### src/rtl/core_sequencer.sv
// Run-control sequencer for the 9-bit single-issue core: launch, per-instruction
// commit gating, data_ram stall timing, retire/cycle counters and watchdog.
module core_sequencer #(
   parameter int PC_W       = 9,
   parameter int CNT_W      = 16,
   parameter int MEM_LAT    = 1,
   parameter int MAX_CYCLES = 65535
) (
   input  logic             clk,
   input  logic             rst_n,
   input  logic             start,
   input  logic [PC_W-1:0]  start_addr,
   input  logic             dec_halt,
   input  logic             dec_reg_write,
   input  logic             dec_mem_read,
   input  logic             dec_mem_write,
   output logic             pc_load,
   output logic [PC_W-1:0]  pc_load_addr,
   output logic             fetch_en,
   output logic             wb_en,
   output logic             ram_re,
   output logic             ram_we,
   output logic             busy,
   output logic             halt,
   output logic             timeout,
   output logic [CNT_W-1:0] instr_count,
   output logic [CNT_W-1:0] cycle_count
);

   typedef enum logic [2:0] {
      S_IDLE,
      S_INIT,
      S_RUN,
      S_MEM_WAIT,
      S_DONE
   } state_t;

   localparam logic [2:0]       LAT_CNT = 3'(MEM_LAT);
   localparam bit               HAS_LAT = (MEM_LAT > 0);
   localparam logic [CNT_W-1:0] WD_LIM  = CNT_W'(MAX_CYCLES);

   state_t           state, state_nxt;
   logic [2:0]       wait_cnt, wait_cnt_nxt;
   logic             mem_load_q, mem_load_nxt;
   logic             timeout_q, timeout_nxt;
   logic [CNT_W-1:0] instr_q, cycle_q;
   logic             retire, count_cycle, clr_cnt;
   logic             is_mem, is_load, wd_hit;

   function automatic logic [CNT_W-1:0] sat_inc(input logic [CNT_W-1:0] v);
      return (&v) ? v : v + 1'b1;
   endfunction

   // A simultaneous read+write request is illegal and resolves to a store.
   assign is_mem  = dec_mem_read | dec_mem_write;
   assign is_load = dec_mem_read & ~dec_mem_write;
   assign wd_hit  = (cycle_q == WD_LIM);

   always_comb begin
      state_nxt    = state;
      wait_cnt_nxt = wait_cnt;
      mem_load_nxt = mem_load_q;
      timeout_nxt  = timeout_q;
      retire       = 1'b0;
      count_cycle  = 1'b0;
      clr_cnt      = 1'b0;
      pc_load      = 1'b0;
      fetch_en     = 1'b0;
      wb_en        = 1'b0;
      ram_re       = 1'b0;
      ram_we       = 1'b0;
      case (state)
         S_IDLE: begin
            if (start) begin
               state_nxt = S_INIT;
               clr_cnt   = 1'b1;
            end
         end
         S_INIT: begin
            pc_load     = 1'b1;
            count_cycle = 1'b1;
            if (!start) state_nxt = S_RUN;
         end
         S_RUN: begin
            if (start) begin
               state_nxt = S_INIT;
               clr_cnt   = 1'b1;
            end else if (wd_hit) begin
               state_nxt   = S_DONE;
               timeout_nxt = 1'b1;
            end else if (dec_halt) begin
               retire      = 1'b1;
               count_cycle = 1'b1;
               state_nxt   = S_DONE;
            end else if (is_mem && HAS_LAT) begin
               ram_re       = is_load;
               ram_we       = dec_mem_write;
               count_cycle  = 1'b1;
               wait_cnt_nxt = LAT_CNT;
               mem_load_nxt = is_load;
               state_nxt    = S_MEM_WAIT;
            end else begin
               fetch_en    = 1'b1;
               wb_en       = dec_reg_write;
               ram_re      = is_load;
               ram_we      = dec_mem_write;
               retire      = 1'b1;
               count_cycle = 1'b1;
            end
         end
         S_MEM_WAIT: begin
            if (start) begin
               state_nxt = S_INIT;
               clr_cnt   = 1'b1;
            end else if (wd_hit) begin
               state_nxt   = S_DONE;
               timeout_nxt = 1'b1;
            end else begin
               ram_re       = mem_load_q;
               count_cycle  = 1'b1;
               wait_cnt_nxt = wait_cnt - 3'd1;
               if (wait_cnt == 3'd1) begin
                  fetch_en  = 1'b1;
                  wb_en     = dec_reg_write;
                  retire    = 1'b1;
                  state_nxt = S_RUN;
               end
            end
         end
         S_DONE: begin
            if (start) begin
               state_nxt = S_INIT;
               clr_cnt   = 1'b1;
            end
         end
         default: state_nxt = S_IDLE;
      endcase
   end

   always_ff @(posedge clk or negedge rst_n) begin
      if (!rst_n) begin
         state        <= S_IDLE;
         wait_cnt     <= 3'd0;
         mem_load_q   <= 1'b0;
         timeout_q    <= 1'b0;
         pc_load_addr <= '0;
         instr_q      <= '0;
         cycle_q      <= '0;
      end else begin
         state      <= state_nxt;
         wait_cnt   <= wait_cnt_nxt;
         mem_load_q <= mem_load_nxt;
         if (start) pc_load_addr <= start_addr;
         // Counters restart on every launch and count from the first INIT cycle.
         if (clr_cnt) begin
            instr_q   <= '0;
            cycle_q   <= '0;
            timeout_q <= 1'b0;
         end else begin
            timeout_q <= timeout_nxt;
            if (retire)      instr_q <= sat_inc(instr_q);
            if (count_cycle) cycle_q <= sat_inc(cycle_q);
         end
      end
   end

   assign busy        = (state == S_INIT) || (state == S_RUN) || (state == S_MEM_WAIT);
   assign halt        = (state == S_DONE);
   assign timeout     = timeout_q;
   assign instr_count = instr_q;
   assign cycle_count = cycle_q;

endmodule

### config.mk
export PLATFORM = sky130hd
export DESIGN_NAME = core_sequencer
export DESIGN_NICKNAME = d
export VERILOG_FILES = /design/src/rtl/core_sequencer.sv
export SDC_FILE = /design/constraint.sdc
export NUM_CORES = 1
export LEC_CHECK = 0
export CORE_MARGIN = 4
export CORE_UTILIZATION = 40
export CTS_BUF_LIST = sky130_fd_sc_hd__clkbuf_2
export DETAILED_ROUTE_END_ITERATION = 8
export HOLD_SLACK_MARGIN = 0.08
export PLACE_DENSITY = 0.67
export SLEW_MARGIN = 20
export SYNTH_ARGS = -nofsm -noshare
export SYNTH_HDL_FRONTEND = slang
export SYNTH_SLANG_ARGS = --single-unit
### constraint.sdc
create_clock -name clk -period 2.07 [get_ports clk]
set_input_delay 0.3105 -clock clk [delete_from_list [all_inputs] [get_ports clk]]
set_output_delay 0.3105 -clock clk [all_outputs]
set_load 0.01 [all_outputs]
==> run_summary.xml <==
<?xml version="1.0" encoding="UTF-8"?>
<metrics>
  <group name="setup_path">
    <metric name="worst_ep_arrival_time" unit="ns">1.97</metric>
    <metric name="worst-endpoint-required" unit="ns">1.76</metric>
    <metric name="timing.critical_path.cells" unit="">nand4_1 -&gt; nor4_4 -&gt; buf_4 -&gt; nor3_2 -&gt; and3_1 -&gt; buf_2</metric>
    <metric name="crit_path_start_kind" unit="">flip-flop</metric>
    <metric name="crit_fanout" unit="">4</metric>
    <metric name="r2r_cells" unit="">8</metric>
    <metric name="crit_type" unit="">flip-flop to output port</metric>
    <metric name="ff2ff_setup_slack" unit="ns">-0.12</metric>
    <metric name="critical-path-slowest-cell" unit="">dfrtp_1</metric>
    <metric name="worst_r2r_endpoint" unit="">instr_count[2]$_DFFE_PN0P_</metric>
    <metric name="worstReg2RegStart" unit="">cycle_count[0]$_DFFE_PN0P_</metric>
    <metric name="slowest_delay" unit="ns">0.43</metric>
    <metric name="endpoint_kind" unit="">output port</metric>
  </group>
  <group name="grt">
    <metric name="grt.overflow.total" unit="">0</metric>
    <metric name="first_global_vias" unit="">2529</metric>
    <metric name="grtUsageTotal" unit="%">18.1</metric>
    <metric name="antenna_violations_before_repair" unit="">0</metric>
    <metric name="largest_net_degree_at_the_start_of_global_routing" unit="">26</metric>
    <metric name="grt_pass1_wl" unit="mm">11.5</metric>
  </group>
  <group name="synth">
    <metric name="sequential_share_of_the_synthesized_area" unit="%">46.6</metric>
    <metric name="synthCells" unit="">265</metric>
    <metric name="syn-mean-instance-area" unit="um2">9.94</metric>
    <metric name="syn-cell-area" unit="um2">2630</metric>
    <metric name="synth_top_cells_by_area" unit="">dfrtp_1 47%, mux2_2 4.3%, xnor2_1 3.7%, nor2_1 3.4%, a21oi_1 3.0%</metric>
    <metric name="library_cell_occupying_the_most_area_in_the_post_synthesis_netlist" unit="">dfrtp_1</metric>
    <metric name="ys.flop_type" unit="">dfrtp_1</metric>
    <metric name="synth_top_area_share" unit="%">46.6</metric>
    <metric name="number_of_nets_in_the_synthesized_netlist" unit="">285</metric>
    <metric name="yosys_warnings" unit="">0</metric>
    <metric name="ys_types" unit="">52</metric>
    <metric name="postSynth.asyncResetShare" unit="%">100</metric>
    <metric name="synth_enable_flop_cells" unit="">0</metric>
    <metric name="synth-seq-cells" unit="">49</metric>
  </group>
  <group name="sta">
    <metric name="portion_of_the_clock_cycle_consumed_by_the_worst_path_in_the_final_layout" unit="%">110</metric>
    <metric name="worst_pin_slew" unit="ns">0.616</metric>
    <metric name="timing.clock.skew" unit="ns">0.00965</metric>
    <metric name="setup_tns" unit="ns">-1.15</metric>
    <metric name="layout_min_cycle_time" unit="ns">2.28</metric>
    <metric name="rsz0062_at_grt" unit="">yes</metric>
    <metric name="slew-limit-headroom" unit="%">58.9</metric>
    <metric name="hold_viol" unit="">0</metric>
    <metric name="timing.final.max_slew_violations" unit="">0</metric>
    <metric name="report.final.setup_viol" unit="">16</metric>
    <metric name="fmax" unit="GHz">0.439</metric>
    <metric name="finalWorstSetupSlack" unit="ns">-0.206</metric>
  </group>
  <group name="floorplan">
    <metric name="floorplan.die_area" unit="um2">7950</metric>
    <metric name="die_width" unit="um">89.1</metric>
    <metric name="die_height" unit="um">89.1</metric>
    <metric name="io_pins" unit="">65</metric>
    <metric name="core_area" unit="um2">6390</metric>
    <metric name="initial_utilization" unit="%">41.2</metric>
    <metric name="num_rows" unit="">29</metric>
  </group>
  <group name="clock_tree">
    <metric name="cts-root-buf" unit="">clkbuf_2</metric>
    <metric name="tritoncts.num_buffers" unit="">5</metric>
    <metric name="cts_tree" unit="">built</metric>
    <metric name="worst_skew_pair.late_latency" unit="ns">0.43</metric>
    <metric name="clk_transition_reported_paths" unit="ns">0.25</metric>
    <metric name="cts-htree-levels" unit="">2</metric>
    <metric name="cts_buffer_depth" unit="">2</metric>
    <metric name="cts_sinks" unit="">49</metric>
  </group>
  <group name="placement">
    <metric name="dp_hpwl" unit="mm">5.18</metric>
    <metric name="placed_cells" unit="">442</metric>
    <metric name="port-buffer-count" unit="">64</metric>
    <metric name="gpl.final_weighted_congestion" unit="">0.822</metric>
    <metric name="post_dp_cell_area" unit="um2">3670</metric>
  </group>
  <group name="layout">
    <metric name="finalInstanceArea" unit="um2">3840</metric>
    <metric name="layout_common_cells" unit="">56 x buf_4, 55 x clkdlybuf4s50_1, 49 x dfrtp_1</metric>
    <metric name="drive_above_1_share" unit="%">26.0</metric>
    <metric name="diodes" unit="">0</metric>
    <metric name="num-fill-cells" unit="">561</metric>
    <metric name="layout.cells.most_common" unit="">buf_4</metric>
    <metric name="final_cell_count_no_fill" unit="">461</metric>
    <metric name="num-nets-final" unit="">403</metric>
    <metric name="areaGrowthSynthToFinish" unit="%">45.8</metric>
  </group>
  <group name="min_path">
    <metric name="timing.hold.worst.class" unit="">input pin to async pin</metric>
  </group>
  <group name="pwr">
    <metric name="static-leakage-power" unit="nW">1.65</metric>
    <metric name="pwr_density_cell" unit="nW/um2">750</metric>
    <metric name="irDropWorstVdd" unit="mV">0.435</metric>
  </group>
  <group name="drt">
    <metric name="routed_via_density" unit="">5.45</metric>
    <metric name="routed_wirelength" unit="mm">6.86</metric>
    <metric name="detail_route.first_pass.iterations" unit="">4</metric>
    <metric name="detailroute.wirelength.met2" unit="mm">3.18</metric>
    <metric name="vias" unit="">2514</metric>
    <metric name="post_detailed_route_wirelength_per_cell" unit="um">14.9</metric>
    <metric name="drc_errors" unit="">0</metric>
    <metric name="m1WireLength" unit="mm">3.10</metric>
    <metric name="top_layer_used" unit="">met4</metric>
    <metric name="routed_antenna_nets" unit="">0</metric>
    <metric name="detail_route.iter0.violations" unit="">90</metric>
    <metric name="met3_wirelength" unit="um">498</metric>
  </group>
  <group name="run">
    <metric name="timing.max_cap.violations" unit="">0</metric>
  </group>
  <group name="run_status">
    <metric name="failed_checks" unit="">negative setup slack</metric>
    <metric name="status" unit="">finished, violations left</metric>
  </group>
</metrics>
-- cell type report --
cell class	instances	area (um2)	share of cell area [%]
clock buffer	5	25.0	0.651
timing repair buffer	123	1070	27.8
clock inverter	3	41.3	1.07
tap	77	96.3	2.51
sequential	49	1230	31.9
inverter	10	37.5	0.977
multi-input combinational	194	1350	35.0
-- worst max-delay path: cells and delay by family (launching register included) --
kind                   cells  cell delay (ns)
and+or+nand+nor            4             0.79
DFF                        1             0.43
buffers and inverters      2             0.32
-- layer usage --
| layer | vias up | global-route usage [%] |
|---|---|---|
| met2 | 70 | 28.9 |
| met5 | - | 0 |
| met4 | 0 | 5.14 |
| met1 | 1216 | 23.9 |
| met3 | 9 | 5.62 |
| li1 | 1219 | - |
-- through the flow --
stage | power [W] | setup WS [ns] | utilization [%] | hold WS, ns
2_1_floorplan | 0.00180 | 0.0281 | - | 0.0149
3_3_place_gp | 0.00231 | -0.258 | 57.5 | 0.362
3_5_place_dp | 0.00233 | -0.305 | 57.5 | 0.354
4_1_cts | 0.00286 | -0.237 | 59.5 | 0.395
5_1_grt | 0.00308 | -0.350 | 60.1 | 0.401
6_report | 0.00288 | -0.206 | 60.1 | 0.380
-- cells in the mapped netlist, types with 4 or more instances --
library cell	n
o31ai_1	8
or3_1	5
o21ai_0	10
nor4_1	8
nand2_1	15
buf_2	4
or4_1	8
nor2_1	24
nand3_1	13
nand4_1	10
xnor2_1	11
mux2_2	10
inv_1	10
ha_1	4
and3_1	5
a21oi_1	16
nor3_1	6
dfrtp_1	49
-- sequential cells by signal (all words and copies together), names as in the netlist --
signal	cells
timeout	1
state	3
cycle_count	16
instr_count	16
pc_load_addr	9
wait_cnt	3
mem_load_q	1
-- cell families (layout without fill, tap and decap cells) --
kind of cell               Yosys count  count (layout)  share of synthesized area [%]
and+or+nand+nor                    113             113                           24.3
AOI/OAI and AO/OA                   52              52                           13.4
DFF                                 49              49                           46.6
buffers and inverters               22             141                           4.47
xor gates and xnor gates            14              14                           4.66
muxes                               11              11                           4.66
adders and majority gates            4               4                           1.90
-- power breakdown --
part           switching (W)  leakage (nW)  internal (W)
Combinational       0.000622         0.960      0.000598
Sequential         0.0000731         0.650       0.00107
Clock               0.000316        0.0366      0.000199
Total                0.00101          1.65       0.00187
-- worst max-delay path by stage --
stage / startpoint / end / slack (ns)
6_report: cycle_count[14]$_DFFE_PN0P_ / ram_we / -0.21
4_1_cts: cycle_count[8]$_DFFE_PN0P_ / ram_we / -0.24
3_5_place_dp: dec_mem_write / instr_count[10]$_DFFE_PN0P_ / -0.30
3_3_place_gp: dec_mem_read / instr_count[14]$_DFFE_PN0P_ / -0.26
5_1_grt: cycle_count[15]$_DFFE_PN0P_ / ram_we / -0.35
2_1_floorplan: cycle_count[0]$_DFFE_PN0P_ / instr_count[6]$_DFFE_PN0P_ / 0.03
-- timing repair --
| action | CTS | global route |
|---|---|---|
| pin swaps | 6 | 1 |
| buffers inserted | 6 | 4 |
| hold endpoints to repair | 24 | 0 |
| resized for setup | 25 | 10 |
| hold buffers | 1 | 0 |
| endpoints found under the setup margin | 26 | 26 |
(Power assumes the default switching activity.)
